## config.mk

```make
export PLATFORM = sky130hd
export DESIGN_NAME = pe_gen_flat
export DESIGN_NICKNAME = d
export VERILOG_FILES = /design/src/rtl/pe_pkg.sv /design/src/rtl/pe_gen_if.sv /design/src/rtl/pe_fifo.sv /design/src/rtl/pe_gen.sv /design/src/flat_wrapper.sv
export SDC_FILE = /design/constraint.sdc
export NUM_CORES = 1
export LEC_CHECK = 0
export ABC_AREA = 1
export CAP_MARGIN = 15
export CORE_MARGIN = 2
export CORE_UTILIZATION = 35
export DETAILED_ROUTE_END_ITERATION = 10
export PLACE_DENSITY = 0.58
export RECOVER_POWER = 50
export SETUP_SLACK_MARGIN = 0.1
export SYNTH_ARGS = -nofsm -noshare
export SYNTH_HDL_FRONTEND = slang
export SYNTH_SLANG_ARGS = --single-unit
```

## constraint.sdc

```tcl
create_clock -name clk -period 18 [get_ports clk]
set_input_delay 2.7 -clock clk [delete_from_list [all_inputs] [get_ports clk]]
set_output_delay 2.7 -clock clk [all_outputs]
set_load 0.01 [all_outputs]
```

## src/rtl/pe_pkg.sv

```systemverilog
// Shared types and constants for the pe_gen processing element.
// Holds the FSM state encoding and the signed saturation limits for a DW-bit result.
package pe_pkg;

    typedef enum logic [1:0] {
        ST_IDLE,
        ST_RUN,
        ST_DONE
    } state_e;

    function automatic longint sat_max(input int dw);
        return (longint'(1) <<< (dw - 1)) - 1;
    endfunction

    function automatic longint sat_min(input int dw);
        return -(longint'(1) <<< (dw - 1));
    endfunction

endpackage

```

## src/rtl/pe_gen_if.sv

```systemverilog
// Operand/result bundle of a pe_gen tile.
// The slave side is the tile; the master side is whoever feeds it.
interface pe_gen_if #(
    parameter int DW = 16,
    parameter int CW = 8
);
    logic                 start;
    logic [CW-1:0]        max_cntr;
    logic                 acc_keep;
    logic signed [DW-1:0] a_in;
    logic                 awe;
    logic signed [DW-1:0] b_in;
    logic                 bwe;
    logic                 ais;
    logic                 bis;
    logic                 aff;
    logic                 bff;
    logic signed [DW-1:0] a_out;
    logic signed [DW-1:0] b_out;
    logic                 awe_next;
    logic                 bwe_next;
    logic                 start_next;
    logic                 se;
    logic                 fout;
    logic                 sat;
    logic signed [DW-1:0] s_out;

    modport master (
        output start, max_cntr, acc_keep, a_in, awe, b_in, bwe, ais, bis,
        input  aff, bff, a_out, b_out, awe_next, bwe_next, start_next, se, fout, sat, s_out
    );

    modport slave (
        input  start, max_cntr, acc_keep, a_in, awe, b_in, bwe, ais, bis,
        output aff, bff, a_out, b_out, awe_next, bwe_next, start_next, se, fout, sat, s_out
    );
endinterface

```

## src/rtl/pe_fifo.sv

```systemverilog
// Small synchronous operand FIFO with a combinational head.
// A write while full is taken only if the head is popped in the same cycle.
module pe_fifo #(
    parameter int DW     = 16,
    parameter int FDEPTH = 4
) (
    input  logic          clk,
    input  logic          rst_n,
    input  logic          wr_i,
    input  logic [DW-1:0] wdata_i,
    input  logic          rd_i,
    output logic [DW-1:0] rdata_o,
    output logic          full_o,
    output logic          empty_o
);
    localparam int PW   = $clog2(FDEPTH);
    localparam int CNTW = PW + 1;

    logic [DW-1:0]   mem_q [FDEPTH];
    logic [PW-1:0]   wr_ptr_q, rd_ptr_q;
    logic [CNTW-1:0] count_q;
    logic            wr_ok, rd_ok;

    assign full_o  = (count_q == CNTW'(FDEPTH));
    assign empty_o = (count_q == '0);
    assign rd_ok   = rd_i && !empty_o;
    assign wr_ok   = wr_i && (!full_o || rd_ok);
    assign rdata_o = mem_q[rd_ptr_q];

    // NOTE: storage has no reset; only pointers and count define validity, so the array maps to plain RAM/flops without a reset tree.
    always_ff @(posedge clk) begin
        if (wr_ok) mem_q[wr_ptr_q] <= wdata_i;
    end

    always_ff @(posedge clk or negedge rst_n) begin
        if (!rst_n) begin
            wr_ptr_q <= '0;
            rd_ptr_q <= '0;
            count_q  <= '0;
        end else begin
            if (wr_ok) wr_ptr_q <= wr_ptr_q + PW'(1);
            if (rd_ok) rd_ptr_q <= rd_ptr_q + PW'(1);
            case ({wr_ok, rd_ok})
                2'b10:   count_q <= count_q + CNTW'(1);
                2'b01:   count_q <= count_q - CNTW'(1);
                default: count_q <= count_q;
            endcase
        end
    end
endmodule

```

## src/rtl/pe_gen.sv

```systemverilog
// Systolic MAC tile: pops A/B pairs from its FIFOs, accumulates, forwards them downstream,
// and returns a shifted, saturated dot product one cycle after the last pair.
module pe_gen #(
    parameter int DW     = 16,
    parameter int ACCW   = 40,
    parameter int FDEPTH = 4,
    parameter int CW     = 8,
    parameter int FRAC   = 0
) (
    input logic     clk,
    input logic     rst_n,
    pe_gen_if.slave bus
);
    import pe_pkg::*;

    localparam logic signed [ACCW-1:0] S_MAX = ACCW'(sat_max(DW));
    localparam logic signed [ACCW-1:0] S_MIN = ACCW'(sat_min(DW));

    state_e                 state_q, state_d;
    logic [CW-1:0]          cnt_q, cnt_d;
    logic signed [ACCW-1:0] acc_q, acc_d;
    logic                   ovf_q, ovf_d;
    logic signed [DW-1:0]   a_out_q, a_out_d, b_out_q, b_out_d, s_out_q, s_out_d;
    logic                   fwd_q, fwd_d, fout_q, fout_d, sat_q, sat_d, start_next_q;
    logic signed [DW-1:0]   a_head, b_head;
    logic                   a_full, b_full, a_empty, b_empty, pop;
    logic signed [2*DW-1:0] prod;
    logic signed [ACCW:0]   sum;
    logic signed [ACCW-1:0] scaled;
    logic                   clip_hi, clip_lo;

    pe_fifo #(.DW(DW), .FDEPTH(FDEPTH)) u_fifo_a (
        .clk(clk), .rst_n(rst_n), .wr_i(bus.awe), .wdata_i(bus.a_in), .rd_i(pop),
        .rdata_o(a_head), .full_o(a_full), .empty_o(a_empty)
    );

    pe_fifo #(.DW(DW), .FDEPTH(FDEPTH)) u_fifo_b (
        .clk(clk), .rst_n(rst_n), .wr_i(bus.bwe), .wdata_i(bus.b_in), .rd_i(pop),
        .rdata_o(b_head), .full_o(b_full), .empty_o(b_empty)
    );

    // One guard bit above the accumulator exposes a signed wrap of the addition.
    assign prod    = (2*DW)'(a_head) * (2*DW)'(b_head);
    assign sum     = (ACCW+1)'(acc_q) + (ACCW+1)'(prod);
    assign scaled  = acc_q >>> FRAC;
    assign clip_hi = (scaled > S_MAX);
    assign clip_lo = (scaled < S_MIN);

    // NOTE: every variable gets a default before the case so no path leaves one unassigned (no latches).
    always_comb begin
        state_d = state_q;
        cnt_d   = cnt_q;
        acc_d   = acc_q;
        ovf_d   = ovf_q;
        a_out_d = a_out_q;
        b_out_d = b_out_q;
        s_out_d = s_out_q;
        sat_d   = sat_q;
        fwd_d   = 1'b0;
        fout_d  = 1'b0;
        pop     = 1'b0;
        case (state_q)
            ST_IDLE: begin
                if (bus.start) begin
                    cnt_d = bus.max_cntr;
                    if (!bus.acc_keep) begin
                        acc_d = '0;
                        ovf_d = 1'b0;
                    end
                    state_d = (bus.max_cntr == '0) ? ST_DONE : ST_RUN;
                end
            end
            ST_RUN: begin
                if (!a_empty && !b_empty && !bus.ais && !bus.bis) begin
                    pop     = 1'b1;
                    acc_d   = sum[ACCW-1:0];
                    ovf_d   = ovf_q | (sum[ACCW] ^ sum[ACCW-1]);
                    a_out_d = a_head;
                    b_out_d = b_head;
                    fwd_d   = 1'b1;
                    cnt_d   = cnt_q - CW'(1);
                    if (cnt_q == CW'(1)) state_d = ST_DONE;
                end
            end
            ST_DONE: begin
                s_out_d = clip_hi ? S_MAX[DW-1:0] : (clip_lo ? S_MIN[DW-1:0] : scaled[DW-1:0]);
                sat_d   = ovf_q | clip_hi | clip_lo;
                fout_d  = 1'b1;
                state_d = ST_IDLE;
            end
            default: state_d = ST_IDLE;
        endcase
    end

    // NOTE: state registers use non-blocking assignments so all flops update from pre-edge values.
    always_ff @(posedge clk or negedge rst_n) begin
        if (!rst_n) begin
            state_q      <= ST_IDLE;
            cnt_q        <= '0;
            acc_q        <= '0;
            ovf_q        <= 1'b0;
            a_out_q      <= '0;
            b_out_q      <= '0;
            s_out_q      <= '0;
            sat_q        <= 1'b0;
            fwd_q        <= 1'b0;
            fout_q       <= 1'b0;
            start_next_q <= 1'b0;
        end else begin
            state_q      <= state_d;
            cnt_q        <= cnt_d;
            acc_q        <= acc_d;
            ovf_q        <= ovf_d;
            a_out_q      <= a_out_d;
            b_out_q      <= b_out_d;
            s_out_q      <= s_out_d;
            sat_q        <= sat_d;
            fwd_q        <= fwd_d;
            fout_q       <= fout_d;
            start_next_q <= bus.start;
        end
    end

    assign bus.aff        = a_full;
    assign bus.bff        = b_full;
    assign bus.a_out      = a_out_q;
    assign bus.b_out      = b_out_q;
    assign bus.awe_next   = fwd_q;
    assign bus.bwe_next   = fwd_q;
    assign bus.start_next = start_next_q;
    assign bus.se         = (state_q != ST_IDLE);
    assign bus.fout       = fout_q;
    assign bus.sat        = sat_q;
    assign bus.s_out      = s_out_q;
endmodule

```

## src/flat_wrapper.sv

```systemverilog
// flat-port wrapper written by rule: the top's interface ports become plain ports
module pe_gen_flat import pe_pkg::*;
#(
    parameter int DW     = 16,
    parameter int ACCW   = 40,
    parameter int FDEPTH = 4,
    parameter int CW     = 8,
    parameter int FRAC   = 0
)
  (clk, rst_n, bus_start, bus_max_cntr, bus_acc_keep, bus_a_in, bus_awe, bus_b_in, bus_bwe, bus_ais, bus_bis, bus_aff, bus_bff, bus_a_out, bus_b_out, bus_awe_next, bus_bwe_next, bus_start_next, bus_se, bus_fout, bus_sat, bus_s_out);
  pe_gen_if #(.DW(DW), .CW(CW)) bus_i ();
  input logic clk;
  input logic rst_n;
  input wire logic [$bits(bus_i.start)-1:0] bus_start;
  input wire logic [$bits(bus_i.max_cntr)-1:0] bus_max_cntr;
  input wire logic [$bits(bus_i.acc_keep)-1:0] bus_acc_keep;
  input wire logic [$bits(bus_i.a_in)-1:0] bus_a_in;
  input wire logic [$bits(bus_i.awe)-1:0] bus_awe;
  input wire logic [$bits(bus_i.b_in)-1:0] bus_b_in;
  input wire logic [$bits(bus_i.bwe)-1:0] bus_bwe;
  input wire logic [$bits(bus_i.ais)-1:0] bus_ais;
  input wire logic [$bits(bus_i.bis)-1:0] bus_bis;
  output wire logic [$bits(bus_i.aff)-1:0] bus_aff;
  output wire logic [$bits(bus_i.bff)-1:0] bus_bff;
  output wire logic [$bits(bus_i.a_out)-1:0] bus_a_out;
  output wire logic [$bits(bus_i.b_out)-1:0] bus_b_out;
  output wire logic [$bits(bus_i.awe_next)-1:0] bus_awe_next;
  output wire logic [$bits(bus_i.bwe_next)-1:0] bus_bwe_next;
  output wire logic [$bits(bus_i.start_next)-1:0] bus_start_next;
  output wire logic [$bits(bus_i.se)-1:0] bus_se;
  output wire logic [$bits(bus_i.fout)-1:0] bus_fout;
  output wire logic [$bits(bus_i.sat)-1:0] bus_sat;
  output wire logic [$bits(bus_i.s_out)-1:0] bus_s_out;
  assign bus_i.start = bus_start;
  assign bus_i.max_cntr = bus_max_cntr;
  assign bus_i.acc_keep = bus_acc_keep;
  assign bus_i.a_in = bus_a_in;
  assign bus_i.awe = bus_awe;
  assign bus_i.b_in = bus_b_in;
  assign bus_i.bwe = bus_bwe;
  assign bus_i.ais = bus_ais;
  assign bus_i.bis = bus_bis;
  assign bus_aff = bus_i.aff;
  assign bus_bff = bus_i.bff;
  assign bus_a_out = bus_i.a_out;
  assign bus_b_out = bus_i.b_out;
  assign bus_awe_next = bus_i.awe_next;
  assign bus_bwe_next = bus_i.bwe_next;
  assign bus_start_next = bus_i.start_next;
  assign bus_se = bus_i.se;
  assign bus_fout = bus_i.fout;
  assign bus_sat = bus_i.sat;
  assign bus_s_out = bus_i.s_out;
  pe_gen #(.DW(DW), .ACCW(ACCW), .FDEPTH(FDEPTH), .CW(CW), .FRAC(FRAC)) u_core (.clk(clk), .rst_n(rst_n), .bus(bus_i));
endmodule
```

Yosys cells after proc, flatten, opt, wreduce, memory -nomap -nowiden
Memories as Yosys holds them, arrays and structs flattened.
Index checks and enable logic that the tools add are counted.
{"block": "word_totals", "regBits": 117, "ramBits": 128, "output_inout_bits": 56, "word_cells": 103, "mem_count": 2}
{"memory": "u_core.u_fifo_a.mem_q", "depth": 4, "word_bits": 16, "read_ports": 1, "rd_ports_with_merged_regs": 0, "write_ports": 1, "line_no": "pe_fifo.sv:19", "text": "logic [DW-1:0] mem_q [FDEPTH];"}
{"memory": "u_core.u_fifo_b.mem_q", "depth": 4, "word_bits": 16, "read_ports": 1, "rd_ports_with_merged_regs": 0, "write_ports": 1, "line_no": "pe_fifo.sv:19"}
{"block": "op_classes", "addsub": 10, "n_mul": 1, "n_lt_le_gt_ge": 2, "eq_ne": 13, "muxes": 27, "n_bitwise": 4, "reduce_logical": 27}
{"cell": "2-to-1 mux 40 bit", "count": 3}
{"cell": "case mux 40 bit (2 select lines)", "count": 1}
{"cell": "adder 40 x 32 -> 41 bit", "count": 1}
{"cell": "greater-than comparator 40 x 16 -> 1 bit, second input constant", "count": 1}
{"cell": "< comparator 40 x 16 -> 1 bit, second input constant", "count": 1}
{"cell": "multiplier 16 x 16 -> 32 bit", "count": 1}
{"cell": "2-to-1 mux 16 bit", "count": 2}
{"cell": "2-to-1 mux 8 bit", "count": 2}
{"cell": "case mux 8 bit (2 select lines)", "count": 1}
{"cell": "case mux 3 bit (2 select lines)", "count": 2}
{"cell": "2-to-1 mux 1 bit", "count": 10}
{"cell": "adder 2 x 1 -> 2 bit, second input constant", "count": 4}
{"cell": "equality test 8 x 1 -> 1 bit, second input constant", "count": 1}
{"cell": "logical NOT 8 bit", "count": 1}
{"cell": "2-to-1 mux 2 bit", "count": 4}
{"cell": "nonzero test 2 bit", "count": 4}
{"cell": "subtractor 8 x 1 -> 8 bit, second input constant", "count": 1}
{"cell": "logical AND 1 bit", "count": 7}
{"cell": "adder 3 x 1 -> 3 bit, second input constant", "count": 2}
{"cell": "equality test 2 x 1 -> 1 bit, second input constant", "count": 3}
{"cell": "equality test 2 bit, second input constant", "count": 3}
{"cell": "equality test 3 bit, second input constant", "count": 2}
{"cell": "logical NOT 1 bit", "count": 6}
{"cell": "logical NOT 3 bit", "count": 2}
{"cell": "other kinds (12)", "count": 19}

Logic depth before layout (Yosys ltp)
{"block": "depth", "ltp_word": 12, "mapped_depth": 36, "ltp_nobuf": 33}

Cells and area by module
Synthesis repeated with hierarchy kept, for this count alone.
{"block": "unflattened", "hier_cells": 2634, "hier_area_um2": 23206.0}
{"mod": "pe_gen", "instances": 1, "cells_per_inst": 2214, "area_each_um2": 17578.1}
{"mod": "pe_fifo", "instances": 2, "cells_per_inst": 210, "area_each_um2": 2813.9}

Worst setup path before layout
Ideal clock, no wire load.
{"block": "synth_path", "kind": "register to register", "start": "reg u_core.u_fifo_a.rd_ptr_q[0]", "end": "reg u_core.ovf_q", "arrival_time_ns": 7.145, "slack_ns": 10.778, "path_stages_with_launch": 33, "synth_period_minus_slack_ns": 7.222, "cell_sequence": "dfrtp_1 buf_4 inv_2 buf_4 nand2_1 a32oi_1 inv_1 buf_2 nor2_1 inv_1 fa_1 inv_1 fa_1 inv_1 fa_1 fa_1 inv_1 fa_1 inv_1 fa_1 inv_1 ha_1 a21oi_1 o21ai_0 nand2_1 nand2_1 a21oi_1 nand2_1 nand2_1 nand2_1 nand2_1 nand3_1 a21oi_1"}
{"block": "synth_via", "elab_chain_len": 7}
{"item": "start, declared", "line_no": "pe_fifo.sv:20", "text": "logic [PW-1:0] wr_ptr_q, rd_ptr_q;"}
{"item": "start signal, assigned", "line_no": "pe_fifo.sv:42", "text": "if (rd_ok) rd_ptr_q <= rd_ptr_q + PW'(1);"}
{"item": "memory read (4 x 16 bit)"}
{"item": "multiplier 16 x 16 -> 32 bit", "line_no": "pe_gen.sv:43", "text": "assign prod = (2*DW)'(a_head) * (2*DW)'(b_head);"}
{"item": "adder 40 x 32 -> 41 bit", "line_no": "pe_gen.sv:44", "text": "assign sum = (ACCW+1)'(acc_q) + (ACCW+1)'(prod);"}
{"item": "XOR 1 bit", "line_no": "pe_gen.sv:77", "text": "ovf_d = ovf_q | (sum[ACCW] ^ sum[ACCW-1]);"}
{"item": "OR 1 bit", "line_no": "pe_gen.sv:77"}
{"item": "2-to-1 mux 1 bit", "line_no": "pe_gen.sv:74", "text": "if (!a_empty && !b_empty && !bus.ais && !bus.bis) begin"}
{"item": "case mux 1 bit (2 select lines)", "line_no": "pe_gen.sv:62", "text": "case (state_q)"}
{"item": "end signal, assigned", "line_no": "pe_gen.sv:113", "text": "ovf_q <= ovf_d;"}
{"item": "end, declared", "line_no": "pe_gen.sv:22", "text": "logic ovf_q, ovf_d;"}
Every way passes these cells. The select of a mux whose other input is x is not followed.
A chain may end at the register's enable or synchronous reset.

Final worst setup path
{"block": "layout_path", "start": "reg u_core.u_fifo_b.rd_ptr_q[0]", "end": "reg u_core.ovf_q"}
{"block": "layout_via", "elab_chain_len": 7}
{"item": "start, declared", "line_no": "pe_fifo.sv:20"}
{"item": "start signal, assigned", "line_no": "pe_fifo.sv:42"}
{"item": "memory read (4 x 16 bit)"}
{"item": "multiplier 16 x 16 -> 32 bit", "line_no": "pe_gen.sv:43"}
{"item": "adder 40 x 32 -> 41 bit", "line_no": "pe_gen.sv:44"}
{"item": "XOR 1 bit", "line_no": "pe_gen.sv:77"}
{"item": "OR 1 bit", "line_no": "pe_gen.sv:77"}
{"item": "2-to-1 mux 1 bit", "line_no": "pe_gen.sv:74"}
{"item": "case mux 1 bit (2 select lines)", "line_no": "pe_gen.sv:62"}
Every way passes these cells. The select of a mux whose other input is x is not followed.

==> results.md <==
* Status: complete, but fails checks
* Failing checks: max-capacitance violations, max-slew violations
* Arrival @ worst endpoint at 9190 ps
* Drt pass-1 iters at 6
* Critical path buffer and inverter count at 9
* Mapped Area at 0.0228 sq mm
* Final Slew Violations at 146
* Hold path depth at 2
* Worst Hold End: u_core.bus.a_out[3]
* Clock Path Buffers at 3
* Primary FF master, synth: edfxtp_1
* Clk_lat worst skew at 590 ps
* Std cell rows at 93
* Hold buffer count at CTS at 0
* Core footprint at 0.0645 sq mm
* Slowest cell delay on critical path at 810 ps
* Worst-path clk slew at 60 ps
* Multi-input gate area at 0.0136 sq mm
* Worst hold slack at 478 ps
* Most frequent cells in the layout: 536 x inv_1, 535 x nand2_1, 335 x fa_1, 242 x nor2_1
* Worst Path Max Fanout at 34
* CTS buffer count at 29
* Hold/Removal Path Class: flop to flop
* TritonCTS Sinks at 245
* Total negative setup slack at 0 ps
* Die Y at 259 microns
* Largest net degree at the start of global routing at 81
* Pre-CTS setup slack at 9330 ps
* Setup CP Type: flop to flop
* WL/cell at 17.5 microns
* # H-tree levels at 1
* Via count at 16758
* Top cell by count, worst path: nand2_1
* Routed wire length at 60.8 mm
* Count of different cell masters after synthesis at 47
* Iteration-0 DRC Markers at 987
* Tot GR Track Use at 18.8%
* Post-synth ARST share at 47.8%
* RSZ-0062 raised after global routing: false
* Crit path required time at 18510 ps
* Max-cap violation count at 3
* Commonest non-fill, non-tap cell in the layout: inv_1
* Die area at 0.0672 sq mm
* CTS resizes at 0
* Worst R2R Setup Slack at 9320 ps
* Post-route ant nets at 0
* Setup ws final at 9320 ps
* Area grow syn2layout at 13.1%
* Startpoint types: flop
* Syn. warnings at 0
* Slowest-stage cell, CP: fa_1
* Hold wc startpoint: u_core.bus.a_out[3]
* Layout Nets at 3099
* Fillers at 6457
* DRC viols at 0
* Total grt overflow at 0
* Reg2Reg Depth at 30
* Vias per cell at 4.84
* Storage cell area at 0.00677 sq mm
* Antenna violations before repair at 0
* Die W at 259 microns
* Post-synthesis sequential area ratio at 29.7%
* IO buf count at 103
* Post-CTS setup buffer count at 0
* Vias in the first global route at 18039
* Final instance area at 0.0258 sq mm
* Worst Tran Pin Value at 3630 ps
* Cell count after synthesis at 2490
* Mapped Avg Cell Area at 9.15 sq um
* Ant diodes at 0
* Post-synthesis net count at 3002
* Final setup vio count at 0
* Final hold vios at 0
* Post-synth EDFFs at 128
* Placed cell areas at 0.0248 sq mm
* Worst R2R Start: u_core.u_fifo_b.rd_ptr_q[0]
* Half-perimeter wire length after placement at 48.1 mm
* Crit. End Element: flop
* GP Congestion at 0.894
* Worst rel slew slack at -142%
* Largest delay share family, worst path: adder cells
* Reg2Reg Capture Point: u_core.ovf_q
* First-pass GRT wire length at 99.1 mm
* Worst Skew at 13.6 ps
* Root buf cell: clkbuf_16
* IO Pins at 104
* Fin crit share at 48.2%
* FMAX at 115 MHz
* Share of cells above drive strength 1 at 4.44%
* Seq cells post-synth at 245
* Initial core utilization at 35.4%
* CTS tree: done
* Tmin final at 8680 ps
[Yosys cell counts, drive strengths merged, types with 8 or more instances]
cell type  count  area (sq um)
buf           42           239
xor2          16           140
dfrtp        117          2930
o21ai         91           459
nor4          11          68.8
a21oi        108           548
nor2         252           953
nor3          13          70.1
fa           336          6730
nand4         10          62.6
ha           128          1600
nand2        535          2010
clkinv         8          30.0
nand3         41           205
o21bai        10          75.1
a32oi         31           339
edfxtp       128          3840
clkbuf        18          67.6
inv          550          2060
[metrics by stage]
| step | cells | utilization (%) |
|---|---|---|
| 3_3_place_gp | 3411 | 38.5 |
| 4_1_cts | 3465 | 40.0 |
| 2_1_floorplan | 2490 | - |
| 3_5_place_dp | 3411 | 38.5 |
| 6_report | 3465 | 40.0 |
| 5_1_grt | 3465 | 40.0 |
[layer usage]
metal | routed length [microns] | part of all wire, % | GRT usage [%] | up-vias
met2 | 30200 | 50 | 33.0 | 388
met5 | 0 | 0 | 0 | -
met3 | 3360 | 5.5 | 2.84 | 75
met1 | 25700 | 42 | 24.2 | 8473
met4 | 1510 | 2.5 | 5.33 | 0
li1 | - | - | - | 7822
[final cells by class]
type	instances	share of cell area, %
clock buffers	37	3.20
clock inverters	17	0.670
inverters	558	8.13
multi-input cells	1627	53.0
flip-flops and latches	245	26.3
well taps	855	4.15
repair buffers	126	4.62
[logic make-up after synthesis]
group,after synthesis,synth area share [%]
buf+inv,618,10.5
simple gates,867,14.9
compound gates,273,7.40
flops,245,29.7
fa+ha+maj,464,36.5
xor+xnor,23,0.884
[flip-flops by register name, indices dropped and copies added (netlist names)]
| signal | cells |
|---|---|
| u_core.bus.start_next | 1 |
| u_core.bus.a_out | 16 |
| u_core.bus.s_out | 16 |
| u_core.bus.fout | 1 |
| u_core.u_fifo_b.count_q | 3 |
| u_core.u_fifo_a.mem_q | 64 |
| u_core.u_fifo_a.wr_ptr_q | 2 |
| u_core.u_fifo_a.count_q | 3 |
| u_core.cnt_q | 8 |
| u_core.u_fifo_b.mem_q | 64 |
| u_core.bus.sat | 1 |
| u_core.bus.b_out | 16 |
| u_core.ovf_q | 1 |
| u_core.u_fifo_b.rd_ptr_q | 2 |
| u_core.acc_q | 40 |
| u_core.u_fifo_a.rd_ptr_q | 2 |
| u_core.u_fifo_b.wr_ptr_q | 2 |
| u_core.bus.awe_next | 1 |
| u_core.state_q | 2 |
[tightest hold or removal path, delay by kind of cell, from the launching register on]
kind	cells	cell delay [ps]
and+or+nand+nor	1	50
DFF	1	330
AOI/OAI and AO/OA	1	60
[how the worst max path moves through the flow]
stage                                 from            to  slack, ps  cells after the start
5_1_grt        u_core.u_fifo_b.rd_ptr_q[0]  u_core.ovf_q       8500                     30
3_3_place_gp   u_core.u_fifo_b.rd_ptr_q[0]  u_core.ovf_q       9480                     30
2_1_floorplan  u_core.u_fifo_a.rd_ptr_q[0]  u_core.ovf_q      10780                     32
3_5_place_dp   u_core.u_fifo_b.rd_ptr_q[0]  u_core.ovf_q       9330                     30
6_report       u_core.u_fifo_b.rd_ptr_q[0]  u_core.ovf_q       9320                     30
4_1_cts        u_core.u_fifo_b.rd_ptr_q[0]  u_core.ovf_q       9280                     30
Power is left out: the tool's default activity adds up to more than one toggle a clock period on the data nets, which glitch-free logic cannot reach.
